--- src/rtl/rv_pkg.sv ---
// Shared RV32I decode constants, immediate formats and control bundle.
// Optional RV32M_EN adds the M-extension muldiv flag to the bundle.
package rv_pkg;

    localparam logic [6:0] OPC_LUI    = 7'b0110111;
    localparam logic [6:0] OPC_AUIPC  = 7'b0010111;
    localparam logic [6:0] OPC_JAL    = 7'b1101111;
    localparam logic [6:0] OPC_JALR   = 7'b1100111;
    localparam logic [6:0] OPC_BRANCH = 7'b1100011;
    localparam logic [6:0] OPC_LOAD   = 7'b0000011;
    localparam logic [6:0] OPC_STORE  = 7'b0100011;
    localparam logic [6:0] OPC_OPIMM  = 7'b0010011;
    localparam logic [6:0] OPC_OP     = 7'b0110011;
    localparam logic [6:0] OPC_MISC   = 7'b0001111;
    localparam logic [6:0] OPC_SYSTEM = 7'b1110011;

    localparam logic [1:0] ALUOP_ADD = 2'b00;
    localparam logic [1:0] ALUOP_BR  = 2'b01;
    localparam logic [1:0] ALUOP_OP  = 2'b10;
    localparam logic [1:0] ALUOP_OPI = 2'b11;

    localparam logic [6:0] F7_BASE   = 7'b0000000;
    localparam logic [6:0] F7_ALT    = 7'b0100000;
    localparam logic [6:0] F7_MULDIV = 7'b0000001;

    localparam logic [2:0] F3_ADDSUB = 3'b000;
    localparam logic [2:0] F3_SLL    = 3'b001;
    localparam logic [2:0] F3_SR     = 3'b101;

    typedef enum logic [2:0] {
        IMM_NONE,
        IMM_I,
        IMM_S,
        IMM_B,
        IMM_U,
        IMM_J
    } imm_fmt_e;

    typedef struct packed {
        logic       reg_write;
        logic       mem_read;
        logic       mem_write;
        logic       mem_to_reg;
        logic       alu_src;
        logic       branch;
        logic       jump;
        logic       illegal;
`ifdef RV32M_EN
        logic       is_muldiv;
`endif
        logic [1:0] alu_op;
    } ctrl_t;

    // Assemble the 32-bit immediate of the given format.
    function automatic logic [31:0] imm_gen(
        input logic [31:0] w,
        input imm_fmt_e    f
    );
        logic [31:0] r;
        case (f)
            IMM_I:   r = {{20{w[31]}}, w[31:20]};
            IMM_S:   r = {{20{w[31]}}, w[31:25], w[11:7]};
            IMM_B:   r = {{19{w[31]}}, w[31], w[7],
                          w[30:25], w[11:8], 1'b0};
            IMM_U:   r = {w[31:12], 12'b0};
            IMM_J:   r = {{11{w[31]}}, w[31], w[19:12],
                          w[20], w[30:21], 1'b0};
            default: r = '0;
        endcase
        return r;
    endfunction

endpackage

--- src/rtl/rv_decode_comb.sv ---
// Combinational RV32I field, control and immediate decode.
// With RV32M_EN, OP funct7=0000001 decodes as a legal muldiv.
module rv_decode_comb
    import rv_pkg::*;
#(
    parameter int XLEN = 32
) (
    input  logic [31:0]     instr,
    output ctrl_t           ctrl,
    output logic [XLEN-1:0] imm,
    output logic [4:0]      rs1,
    output logic [4:0]      rs2,
    output logic [4:0]      rd,
    output logic [4:0]      shamt,
    output logic [2:0]      funct3,
    output logic [6:0]      funct7,
    output logic [6:0]      opcode
);

    imm_fmt_e    fmt;
    logic [31:0] imm32;
    logic        shift_bad;
    logic        op_ok;
    logic        is_md;

    assign opcode = instr[6:0];
    assign rd     = instr[11:7];
    assign funct3 = instr[14:12];
    assign rs1    = instr[19:15];
    assign rs2    = instr[24:20];
    assign shamt  = instr[24:20];
    assign funct7 = instr[31:25];

`ifdef RV32M_EN
    assign is_md = (funct7 == F7_MULDIV);
`else
    assign is_md = 1'b0;
`endif

    // Shift immediates only allow the logical/arithmetic funct7 codes.
    assign shift_bad =
        ((funct3 == F3_SLL) && (funct7 != F7_BASE)) ||
        ((funct3 == F3_SR) && (funct7 != F7_BASE)
                           && (funct7 != F7_ALT));

    assign op_ok =
        (funct7 == F7_BASE) ||
        ((funct7 == F7_ALT) &&
         ((funct3 == F3_ADDSUB) || (funct3 == F3_SR))) ||
        is_md;

    // Opcode decode into control bundle and immediate format.
    always_comb begin
        ctrl = '0;
        fmt  = IMM_NONE;
        unique case (1'b1)
            (opcode == OPC_LUI),
            (opcode == OPC_AUIPC): begin
                ctrl.reg_write = 1'b1;
                ctrl.alu_src   = 1'b1;
                fmt            = IMM_U;
            end
            (opcode == OPC_JAL): begin
                ctrl.reg_write = 1'b1;
                ctrl.jump      = 1'b1;
                fmt            = IMM_J;
            end
            (opcode == OPC_JALR): begin
                ctrl.reg_write = 1'b1;
                ctrl.jump      = 1'b1;
                ctrl.alu_src   = 1'b1;
                fmt            = IMM_I;
            end
            (opcode == OPC_BRANCH): begin
                ctrl.branch = 1'b1;
                ctrl.alu_op = ALUOP_BR;
                fmt         = IMM_B;
            end
            (opcode == OPC_LOAD): begin
                ctrl.reg_write  = 1'b1;
                ctrl.mem_read   = 1'b1;
                ctrl.mem_to_reg = 1'b1;
                ctrl.alu_src    = 1'b1;
                fmt             = IMM_I;
            end
            (opcode == OPC_STORE): begin
                ctrl.mem_write = 1'b1;
                ctrl.alu_src   = 1'b1;
                fmt            = IMM_S;
            end
            (opcode == OPC_OPIMM): begin
                ctrl.reg_write = 1'b1;
                ctrl.alu_src   = 1'b1;
                ctrl.alu_op    = ALUOP_OPI;
                ctrl.illegal   = shift_bad;
                fmt            = IMM_I;
            end
            (opcode == OPC_OP): begin
                ctrl.reg_write = 1'b1;
                ctrl.alu_op    = ALUOP_OP;
                ctrl.illegal   = !op_ok;
`ifdef RV32M_EN
                ctrl.is_muldiv = is_md;
`endif
            end
            (opcode == OPC_MISC),
            (opcode == OPC_SYSTEM): begin
                fmt = IMM_I;
            end
            default: begin
                ctrl.illegal = 1'b1;
            end
        endcase
        if (ctrl.illegal) begin
            ctrl         = '0;
            ctrl.illegal = 1'b1;
            fmt          = IMM_NONE;
        end
    end

    assign imm32 = imm_gen(instr, fmt);
    assign imm   = {{(XLEN-31){imm32[31]}}, imm32[30:0]};

endmodule

--- src/rtl/decode_stage.sv ---
// Decode pipeline stage: valid/ready output register plus illegal counter.
// Define RV32M_EN to decode the M extension and expose is_muldiv.
module decode_stage
    import rv_pkg::*;
#(
    parameter int XLEN  = 32,
    parameter int CNT_W = 16
) (
    input  logic             clk,
    input  logic             rst_n,
    input  logic             in_valid,
    output logic             in_ready,
    input  logic [31:0]      in_instr,
    input  logic [XLEN-1:0]  in_pc,
    input  logic             flush,
    output logic             out_valid,
    input  logic             out_ready,
    output logic [XLEN-1:0]  out_pc,
    output logic [XLEN-1:0]  imm,
    output logic [4:0]       rs1,
    output logic [4:0]       rs2,
    output logic [4:0]       rd,
    output logic [4:0]       shamt,
    output logic [2:0]       funct3,
    output logic [6:0]       funct7,
    output logic [6:0]       opcode,
    output logic             RegWrite,
    output logic             MemRead,
    output logic             MemWrite,
    output logic             MemtoReg,
    output logic             ALUSrc,
    output logic             Branch,
    output logic             Jump,
    output logic             illegal,
    output logic [1:0]       ALUOp,
`ifdef RV32M_EN
    output logic             is_muldiv,
`endif
    output logic [CNT_W-1:0] illegal_cnt
);

    ctrl_t           d_ctrl;
    ctrl_t           q_ctrl;
    logic [XLEN-1:0] d_imm;
    logic [4:0]      d_rs1;
    logic [4:0]      d_rs2;
    logic [4:0]      d_rd;
    logic [4:0]      d_shamt;
    logic [2:0]      d_funct3;
    logic [6:0]      d_funct7;
    logic [6:0]      d_opcode;
    logic            accept;
    logic            load;

    rv_decode_comb #(
        .XLEN (XLEN)
    ) u_dec (
        .instr  (in_instr),
        .ctrl   (d_ctrl),
        .imm    (d_imm),
        .rs1    (d_rs1),
        .rs2    (d_rs2),
        .rd     (d_rd),
        .shamt  (d_shamt),
        .funct3 (d_funct3),
        .funct7 (d_funct7),
        .opcode (d_opcode)
    );

    assign in_ready = !out_valid || out_ready;
    assign accept   = in_valid && in_ready;
    assign load     = accept && !flush;

    // Output register: flush kills, accept loads, consume drains.
    always_ff @(posedge clk or negedge rst_n) begin
        if (!rst_n) begin
            out_valid <= 1'b0;
            q_ctrl    <= '0;
            out_pc    <= '0;
            imm       <= '0;
            rs1       <= '0;
            rs2       <= '0;
            rd        <= '0;
            shamt     <= '0;
            funct3    <= '0;
            funct7    <= '0;
            opcode    <= '0;
        end else if (flush) begin
            out_valid <= 1'b0;
        end else if (accept) begin
            out_valid <= 1'b1;
            q_ctrl    <= d_ctrl;
            out_pc    <= in_pc;
            imm       <= d_imm;
            rs1       <= d_rs1;
            rs2       <= d_rs2;
            rd        <= d_rd;
            shamt     <= d_shamt;
            funct3    <= d_funct3;
            funct7    <= d_funct7;
            opcode    <= d_opcode;
        end else if (out_ready) begin
            out_valid <= 1'b0;
        end
    end

    // Saturating count of accepted, unflushed illegal instructions.
    always_ff @(posedge clk or negedge rst_n) begin
        if (!rst_n) begin
            illegal_cnt <= '0;
        end else if (load && d_ctrl.illegal && !(&illegal_cnt)) begin
            illegal_cnt <= illegal_cnt + CNT_W'(1);
        end
    end

    assign RegWrite = q_ctrl.reg_write;
    assign MemRead  = q_ctrl.mem_read;
    assign MemWrite = q_ctrl.mem_write;
    assign MemtoReg = q_ctrl.mem_to_reg;
    assign ALUSrc   = q_ctrl.alu_src;
    assign Branch   = q_ctrl.branch;
    assign Jump     = q_ctrl.jump;
    assign illegal  = q_ctrl.illegal;
    assign ALUOp    = q_ctrl.alu_op;
`ifdef RV32M_EN
    assign is_muldiv = q_ctrl.is_muldiv;
`endif

endmodule
--- config.mk ---
export PLATFORM = sky130hd
export DESIGN_NAME = decode_stage
export DESIGN_NICKNAME = d
export VERILOG_FILES = /design/src/rtl/rv_pkg.sv /design/src/rtl/rv_decode_comb.sv /design/src/rtl/decode_stage.sv
export SDC_FILE = /design/constraint.sdc
export NUM_CORES = 1
export LEC_CHECK = 0
export BUFFER_PORTS_ARGS = -buffer_cell sky130_fd_sc_hd__buf_2
export CORE_AREA = 2 2 120 99
export CTS_CLUSTER_SIZE = 8
export DETAILED_ROUTE_END_ITERATION = 8
export DIE_AREA = 0 0 122 101
export PLACE_DENSITY_LB_ADDON = 0.05
export SLEW_MARGIN = 5
export SYNTH_ARGS = -nofsm -noshare
export SYNTH_HDL_FRONTEND = slang
export SYNTH_SLANG_ARGS = --single-unit
--- constraint.sdc ---
create_clock -name clk -period 2.1 [get_ports clk]
set_input_delay 0.21 -clock clk [delete_from_list [all_inputs] [get_ports clk]]
set_output_delay 0.21 -clock clk [all_outputs]
set_load 0.03 [all_outputs]
* After elaboration in Yosys (flattened, before gate mapping)
Index checks and enable logic that the tools add are counted.
** Storage, ports and cells
- Register bits after elaboration :: 123
- Bits of input ports :: 69
- Output and inout bits :: 129
- Word-level logic and storage cells :: 84
** Cells by class
- Add/sub/neg operators :: 1
- Equal/unequal tests :: 20
- Muxes and demuxes :: 15
- Bitwise gates (word level) :: 1
- Reductions and logical operators :: 28
** Operator list (number)
- $pmux W32 S5 :: 1
- $eq A7 B6 Y1 const B :: 4
- $eq A7 B7 Y1 const B :: 4
- $add A16 B1 Y16 const B :: 1
- $reduce_and A16 Y1 :: 1
- $pmux W3 S5 :: 1
- $eq A7 B5 Y1 const B :: 2
- $mux W10 :: 1
- $eq A3 B3 Y1 const B :: 3
- $mux W1 :: 9
- $reduce_or A9 Y1 :: 1
- $logic_and A1 B1 Y1 :: 8
- $eq A7 B2 Y1 const B :: 1
- $eq A7 B4 Y1 const B :: 1
- $logic_not A7 Y1 :: 1
- $ne A7 B6 Y1 const B :: 1
- $reduce_bool A7 Y1 :: 1
- $reduce_or A7 Y1 :: 1
- $eq A3 B1 Y1 const B :: 2
- $eq A3 B2 Y1 const B :: 2
- $pmux W2 S3 :: 1
- $reduce_or A6 Y1 :: 1
- $reduce_or A5 Y1 :: 1
- $logic_not A1 Y1 :: 4
- 8 further kinds :: 12

* Logic depth before layout (Yosys ltp)
Gate-level depths: netlist of the first run.
- Depth in word-level cells :: 9
- Depth in mapped cells :: 8
- Mapped depth without buffers :: 7

* Cells and area by module
A second synthesis of the first run with hierarchy kept.
** Unflattened totals
- Cells, all modules :: 698
- Area, all modules :: 5965.7 µm²
** By module, submodules not included
- decode_stage :: times used 1, cells each 547, area each 4942.2 µm², sequential area each 3203.1 µm²
- rv_decode_comb :: times used 1, cells each 151, area each 1023.5 µm², sequential area each 0.0 µm²

* Least setup slack after synthesis of the first run
Ideal clock, no wire load.
- Path kind :: reg2reg
- Start :: register out_valid
- End :: register illegal_cnt[1]
- Data arrival time :: 1918 ps
- Required time :: 1975 ps
- Setup slack :: 57 ps
- Stages on the path, launching flop included :: 7
- Clock period less this slack :: 2043 ps
- Cell sequence :: dfrtp_1 nor2b_1 inv_1 nand3b_1 a31oi_4 and2_4 mux2_4
** Between the ends
- Cells in the longest elaborated chain, start to end :: 6
** RTL lines
- start: declaration :: RTL line decode_stage.sv:16 : output logic out_valid,
- start signal: assignment :: RTL line decode_stage.sv:77 : out_valid <= 1'b0;
- start signal: assignment :: RTL line decode_stage.sv:89 : out_valid <= 1'b0;
- start signal: assignment :: RTL line decode_stage.sv:91 : out_valid <= 1'b1;
- $logic_not A1 Y1 :: RTL line decode_stage.sv:70 : assign in_ready = !out_valid || out_ready;
- $logic_or A1 B1 Y1 :: RTL line decode_stage.sv:70
- net in_ready :: RTL line decode_stage.sv:12 : output logic in_ready,
- $logic_and A1 B1 Y1 :: RTL line decode_stage.sv:71 : assign accept = in_valid && in_ready;
- $logic_and A1 B1 Y1 :: RTL line decode_stage.sv:72 : assign load = accept && !flush;
- $logic_and A1 B1 Y1 (2 in a row) :: RTL line decode_stage.sv:111 : end else if (load && d_ctrl.illegal && !(&illegal_cnt)) begin
- end signal: assignment :: RTL line decode_stage.sv:112 : illegal_cnt <= illegal_cnt + CNT_W'(1);
- end: declaration :: RTL line decode_stage.sv:39 : output logic [CNT_W-1:0] illegal_cnt
The timed path passes the listed nets, and every way through them passes these cells.
A chain may end at the register's enable or synchronous reset.

* Final worst setup path of the first run
- Start :: register out_valid
- End :: register imm[14]
** Between the ends
- Cells in the longest elaborated chain, start to end :: 4
** RTL lines
- $logic_not A1 Y1 :: RTL line decode_stage.sv:70
- $logic_or A1 B1 Y1 :: RTL line decode_stage.sv:70
- $logic_and A1 B1 Y1 :: RTL line decode_stage.sv:71
- $reduce_and A2 Y1 (no line)
- end signal: assignment :: RTL line decode_stage.sv:94 : imm <= d_imm;
- end: declaration :: RTL line decode_stage.sv:19 : output logic [XLEN-1:0] imm,
Every way passes these cells.

==> results of run 1 <==
## state kept, by name, summed over array words and instances, names as in the netlist, 2 cells and up
signal / flops
imm: 32
out_pc: 32
illegal_cnt: 16
funct7: 7
opcode: 7
rd: 5
rs1: 5
shamt: 5
funct3: 3
ALUOp: 2
## power groups by stage
stage	Combinational [mW]	Clock (mW)	Sequential, mW
after floorplan	0.455	0	3.34
after global placement	1.48	0	2.81
after detailed placement	1.50	0	2.83
after CTS	1.55	2.65	2.79
after global routing	1.66	2.75	2.82
final	1.54	2.61	2.79
## worst max-delay path, cell delays in order, from the launching register on
cell	delay, ns
dfrtp_1	0.34
nor2b_1	0.26
inv_1	0.12
nand4b_1	0.19
buf_4	0.17
o2bb2ai_2	0.06
and2_1	0.24
a221o_1	0.33
## worst max path at each step
stage / start / to / slack, ns / depth (start not counted)
6_report: out_valid$_DFFE_PN0P_ / imm[14]$_DFFE_PN0P_ / 0.27 / 7
5_1_grt: out_valid$_DFFE_PN0P_ / rs1[3]$_DFFE_PN0P_ / 0.12 / 7
4_1_cts: out_valid$_DFFE_PN0P_ / opcode[3]$_DFFE_PN0P_ / 0.24 / 7
3_5_place_dp: in_instr[28] / imm[16]$_DFFE_PN0P_ / 0.14 / 7
3_3_place_gp: in_instr[28] / illegal_cnt[1]$_DFFE_PN0P_ / 0.20 / 7
2_1_floorplan: out_valid$_DFFE_PN0P_ / illegal_cnt[1]$_DFFE_PN0P_ / 0.06 / 6
## stage by stage
step	utilization	hold slack, ns	setup slack, ns
after floorplan	-	-0.0856	0.0569
after global placement	0.582	0.218	0.204
after detailed placement	0.582	0.223	0.144
after CTS	0.658	0.000287	0.239
after global routing	0.658	0.00441	0.120
final	0.658	0.0148	0.267
## area by class of cell
cell class / count / area share
Clock buffer: 24 / 0.0669
Clock inverter: 7 / 0.00579
Inverter: 4 / 0.00204
Multi-Input combinational cell: 392 / 0.285
Sequential cell: 122 / 0.416
Tap cell: 148 / 0.0252
Timing Repair Buffer: 245 / 0.199
## cell families (layout without fill, tap and decap cells)
kind of cell / Yosys count / after routing / share of synthesized area
and+or+nand+nor: 289 / 289 / 0.234
DFF: 122 / 122 / 0.572
AOI/OAI and AO/OA: 86 / 86 / 0.127
buffers and inverters: 40 / 280 / 0.0368
xor gates and xnor gates: 15 / 15 / 0.0246
adders and majority gates: 1 / 1 / 0.00234
muxes: 1 / 1 / 0.00281
## metal layers
layer | vias to the layer above | GRT usage
li1 | 2315 | -
met1 | 2308 | 0.310
met2 | 159 | 0.388
met3 | 17 | 0.0724
met4 | 2 | 0.0778
met5 | - | 0
## Yosys cell counts (all sizes together), types with 3 or more instances
cell and n:
nor2b 4, buf 19, xnor2 13, a221o 8, a221oi 4, nand4 8
nor3b 3, a22o 13, and2 6, nand3 15, nor3 5, dfrtp 122
a21o 15, clkbuf 17, nor2 19, o41ai 3, a21oi 11, and3 5
o21ai 17, a31oi 3, inv 4, nand2 214
==> metrics, run 1 <==
most common cell after layout, fill and taps aside=nand2_1; Peak supply drop=0.000530 V; HP Class=in2reg; Final Hold Viols=0; Switching Share=0.321; All-Layer GR Usage=0.240; Worst slew margin=0.643; post-detail-place hpwl=10200 microns; Distinct cells, synth=52; #FFs+latches synth=122; Reg power frac=0.402; Starting Density=0.478; total negative slack=0 ns; clock share of power=0.376; Post-CTS Setup Bufs=0; Power Total=6.93 mW; area of the core=11200 sq um; area of the multi-input gates=2100 sq um; Min-Delay Endpoint=out_pc[3]$_DFFE_PN0P_; Power Internal=4.71 mW; largest net degree at the start of global routing=62; Avg WL per Cell=15.3 microns; Buffers on Ports=197; max frequency=545 MHz; Switch Pwr=2.23 mW; fin crit share=0.873; EDFF count, synth=0; diode count=0; clock slew seen by the registers of the worst setup and hold paths=0.05 ns; Met2 Routed Length=6930 microns; Clk Latency, worst-skew pair=0.41 ns; total global routing overflow=0; layout cells sized above 1=0.320; Pwr per Cell Area=944 nW/um^2; TritonCTS clock tree=yes; top-area cell type share of the netlist area=0.572; Setup crit start kind=flop; 1st-iter DRT viols=288; fillcell total=950; syn avg cell area=9.64 sq um; max-cap viol count=0; Arrival @ worst endpoint=2.12 ns; Post-Layout Cell Count=942; M1 wire length=6400 microns; vias in the first global route=4610; ys async rst share=1.00; initial antenna violation count=1; Reg-to-Reg End=imm[14]$_DFFE_PN0P_; routability cong.=0.870; Hold Startpoint=in_pc[3]; Layout area overhead=37.6%; Reg2Reg Setup Slack=0.27 ns; synth warn=0; worst hold stages=3; Post-Synthesis Cells=554; CTS resizes=0; Hold Buf Count CTS=31; crit path time final=1.83 ns; Routed WL=14400 microns; clk root buf=clkbuf_16; # DRC=0; Final Instance Area=7350 sq um; reg-to-reg startpoint=out_valid$_DFFE_PN0P_; RSZ-0062 raised after global routing=false; routed via count=4801; first-pass GRT wire length=22800 microns; syn nets=624; TritonRoute pass-1 iters=7; routed wire length on met3=943 microns; Logic pwr share=0.222; most frequent cells in the layout=214 x nand2_1, 196 x buf_2, 122 x dfrtp_1; CTS Buf Count=17; Die H=101 microns; die width=122 microns; IO Count=198; row cnt=35; Crit Path Class=reg2reg; top cells by area, synth=dfrtp_1 57%, nand2_1 15%, a22o_1 2.1%, xnor2_1 2.1%, a21o_1 2.0%; H-tree depth=4; Worst Reg-to-Reg Cells=7; clock sink count=122; routed vias/inst=5.10; worst slew pin tran=0.536 ns; status=finished clean; ANT nets after route=0; CTS Buffer Depth=2; Crit Path Max Fanout=8; Seq/Total Area, Yosys=0.572; Slew Viols, Final=0; Critical Path RT=2.38 ns; synthesized area=5340 sq um; Final Skew=0.00945 ns; top routing layer used=met5; CP Capture Type=flop; Storage cell area=3050 sq um; Final #Nets=852; Post-Place Cells=880; Main synth FF type=dfrtp_1; final setup fails=0; leading area contributor after synthesis=dfrtp_1; Die ar.=12300 sq um; Placed Area=6500 sq um; Leak=4.03 nW
Power figures use the tool's default switching activity.
==> run 2, diff against run 1 <==
--- a/config.mk
+++ b/config.mk
@@ -6,11 +6,12 @@
 export NUM_CORES = 1
 export LEC_CHECK = 0
 export BUFFER_PORTS_ARGS = -buffer_cell sky130_fd_sc_hd__buf_2
-export CORE_AREA = 2 2 120 99
+export CORE_AREA = 2 2 133 109
 export CTS_CLUSTER_SIZE = 8
 export DETAILED_ROUTE_END_ITERATION = 8
-export DIE_AREA = 0 0 122 101
+export DIE_AREA = 0 0 135 111
 export PLACE_DENSITY_LB_ADDON = 0.05
+export REMOVE_ABC_BUFFERS = 1
 export SLEW_MARGIN = 5
 export SYNTH_ARGS = -nofsm -noshare
 export SYNTH_HDL_FRONTEND = slang
==> metrics, run 2 (synthesis gave the netlist of run 1 again) <==
status=finished clean; top flop regs=imm: 32 flops, out_pc: 32 flops, illegal_cnt: 16 flops; worst hold stages=3 (unchanged); layout cells sized above 1=0.316 (-0.00398); Clk Latency, worst-skew pair=0.41 ns (about the same); clock slew seen by the registers of the worst setup and hold paths=0.05 ns (about the same); CTS resizes=0 (unchanged); Crit Path Max Fanout=53 (+45); ANT nets after route=0 (unchanged); Layout area overhead=41.5%; max frequency=536 MHz (-1.7%); Peak supply drop=0.000619 V (+17%); # DRC=0 (unchanged); Avg WL per Cell=15.1 microns (-1.3%); crit path time final=1.86 ns (+0.0316 ns); row cnt=39 (+11%); Setup crit start kind=flop; Critical Path RT=2.44 ns (+0.06 ns); clock sink count=122 (unchanged); Worst slew margin=0.535 (-0.107); routability cong.=0.849 (-2.4%); Post-Place Cells=916 (+4.1%); Final Skew=0.00464 ns (-0.00481 ns); total negative slack=0 ns (unchanged); total global routing overflow=0 (unchanged); worst slew pin tran=0.697 ns (+0.161 ns); CTS Buffer Depth=2 (unchanged); most frequent cells in the layout=214 x nand2_1, 196 x buf_2, 122 x dfrtp_1; Arrival @ worst endpoint=2.20 ns (+0.08 ns); CP Capture Type=flop; Die ar.=15000 sq um (+22%); Slew Viols, Final=0 (unchanged); TritonRoute pass-1 iters=4 (-3); post-detail-place hpwl=10000 microns (-1.8%); Leak=4.11 nW (+1.9%); initial antenna violation count=0 (-1); All-Layer GR Usage=0.212 (-0.0275); Reg2Reg Setup Slack=0.24 ns (-0.03 ns); diode count=0 (unchanged); Die H=111 microns (+9.9%); Placed Area=6550 sq um (+0.69%); Hold Buf Count CTS=40 (+29%); CTS Buf Count=17 (unchanged); IO Count=198 (unchanged); 1st-iter DRT viols=290 (+0.69%); Place WS=0.0434 ns (-0.101 ns); Routed WL=14900 microns (+3.5%); most common cell after layout, fill and taps aside=nand2_1; worst hold slack=0.0223 ns (+0.00751 ns); Power Total=7.34 mW (+5.8%); max-cap viol count=0 (unchanged); clk root buf=clkbuf_16; RSZ-0062 raised after global routing=false; final setup fails=0 (unchanged); reg-to-reg startpoint=out_valid$_DFFE_PN0P_; HP Class=in2reg; area of the core=13900 sq um (+24%); Final Instance Area=7560 sq um (+2.8%); Pwr per Cell Area=971 nW/um^2 (+2.9%); Final #Nets=861 (+1.1%); Reg-to-Reg End=imm[3]$_DFFE_PN0P_; Final Hold Viols=0 (unchanged); TritonCTS clock tree=yes; Buffers on Ports=197 (unchanged); Worst Reg-to-Reg Cells=7 (unchanged); first-pass GRT wire length=24600 microns (+8.0%); setup ws final=0.235 ns (-0.0316 ns); Starting Density=0.385 (-0.0929); Post-Layout Cell Count=988 (+4.9%); Min-Delay Endpoint=opcode[0]$_DFFE_PN0P_; die width=135 microns (+11%); Crit Path Class=reg2reg; Util after Layout=0.545 (-0.113); vias in the first global route=4696 (+1.9%); fin crit share=0.888 (+0.0150); Post-CTS Setup Bufs=0 (unchanged); routed via count=4786 (-0.31%); H-tree depth=4 (unchanged); largest net degree at the start of global routing=123 (+98%); routed vias/inst=4.84 (-5.0%); Hold Startpoint=in_instr[0]
[run 2: cell types whose count changed in the layout (fill, tap and decap cells not counted)]
cell           previous run  this run
clkinv_2                  4         3
dlygate4sd3_1            31        40
clkinvlp_4                3         1
bufinv_16                 0         3
clkbuf_1                  3         4
[run 2: report_power, final]
part / leakage [nW] / switching (mW) / internal (mW)
logic: 2.23 / 1.07 / 0.490
registers: 1.58 / 0.176 / 2.61
clock network: 0.297 / 0.998 / 1.99
total: 4.11 / 2.25 / 5.09
[run 2: area by class of cell]
type	instances	area (sq um)
sequential	122	3050
inverter	4	15.0
tap	184	230
clock buffer	25	495
multi-input combinational	392	2100
timing repair buffer	254	1550
fill	1284	6300
clock inverter	7	113
[run 2: worst max-delay path, cell delays in order (launching register included)]
cell	delay, ns
dfrtp_1	0.34
nor2b_1	0.24
inv_1	0.11
nand3b_1	0.27
buf_12	0.28
buf_4	0.32
a221oi_1	0.09
nor2_1	0.11
[run 2: worst max path at each step]
stage                           from                  end  slack [ns]  depth (start not counted)
6_report       out_valid$_DFFE_PN0P_   imm[3]$_DFFE_PN0P_        0.24                          7
5_1_grt        out_valid$_DFFE_PN0P_   imm[4]$_DFFE_PN0P_        0.06                          7
4_1_cts        out_valid$_DFFE_PN0P_   imm[4]$_DFFE_PN0P_        0.24                          7
3_5_place_dp             in_instr[2]  imm[19]$_DFFE_PN0P_        0.04                          8
3_3_place_gp             in_instr[1]  imm[18]$_DFFE_PN0P_        0.10                          8
2_1_floorplan  out_valid$_DFFE_PN0P_  imm[10]$_DFFE_PN0P_       -2.67                          4
[run 2: routing by layer]
layer	up-vias	track usage	routed length [microns]
li1	2338	-	-
met2	159	0.310	6680
met1	2277	0.298	7040
met4	0	0.0667	136
met3	12	0.0718	1080
met5	-	0	0
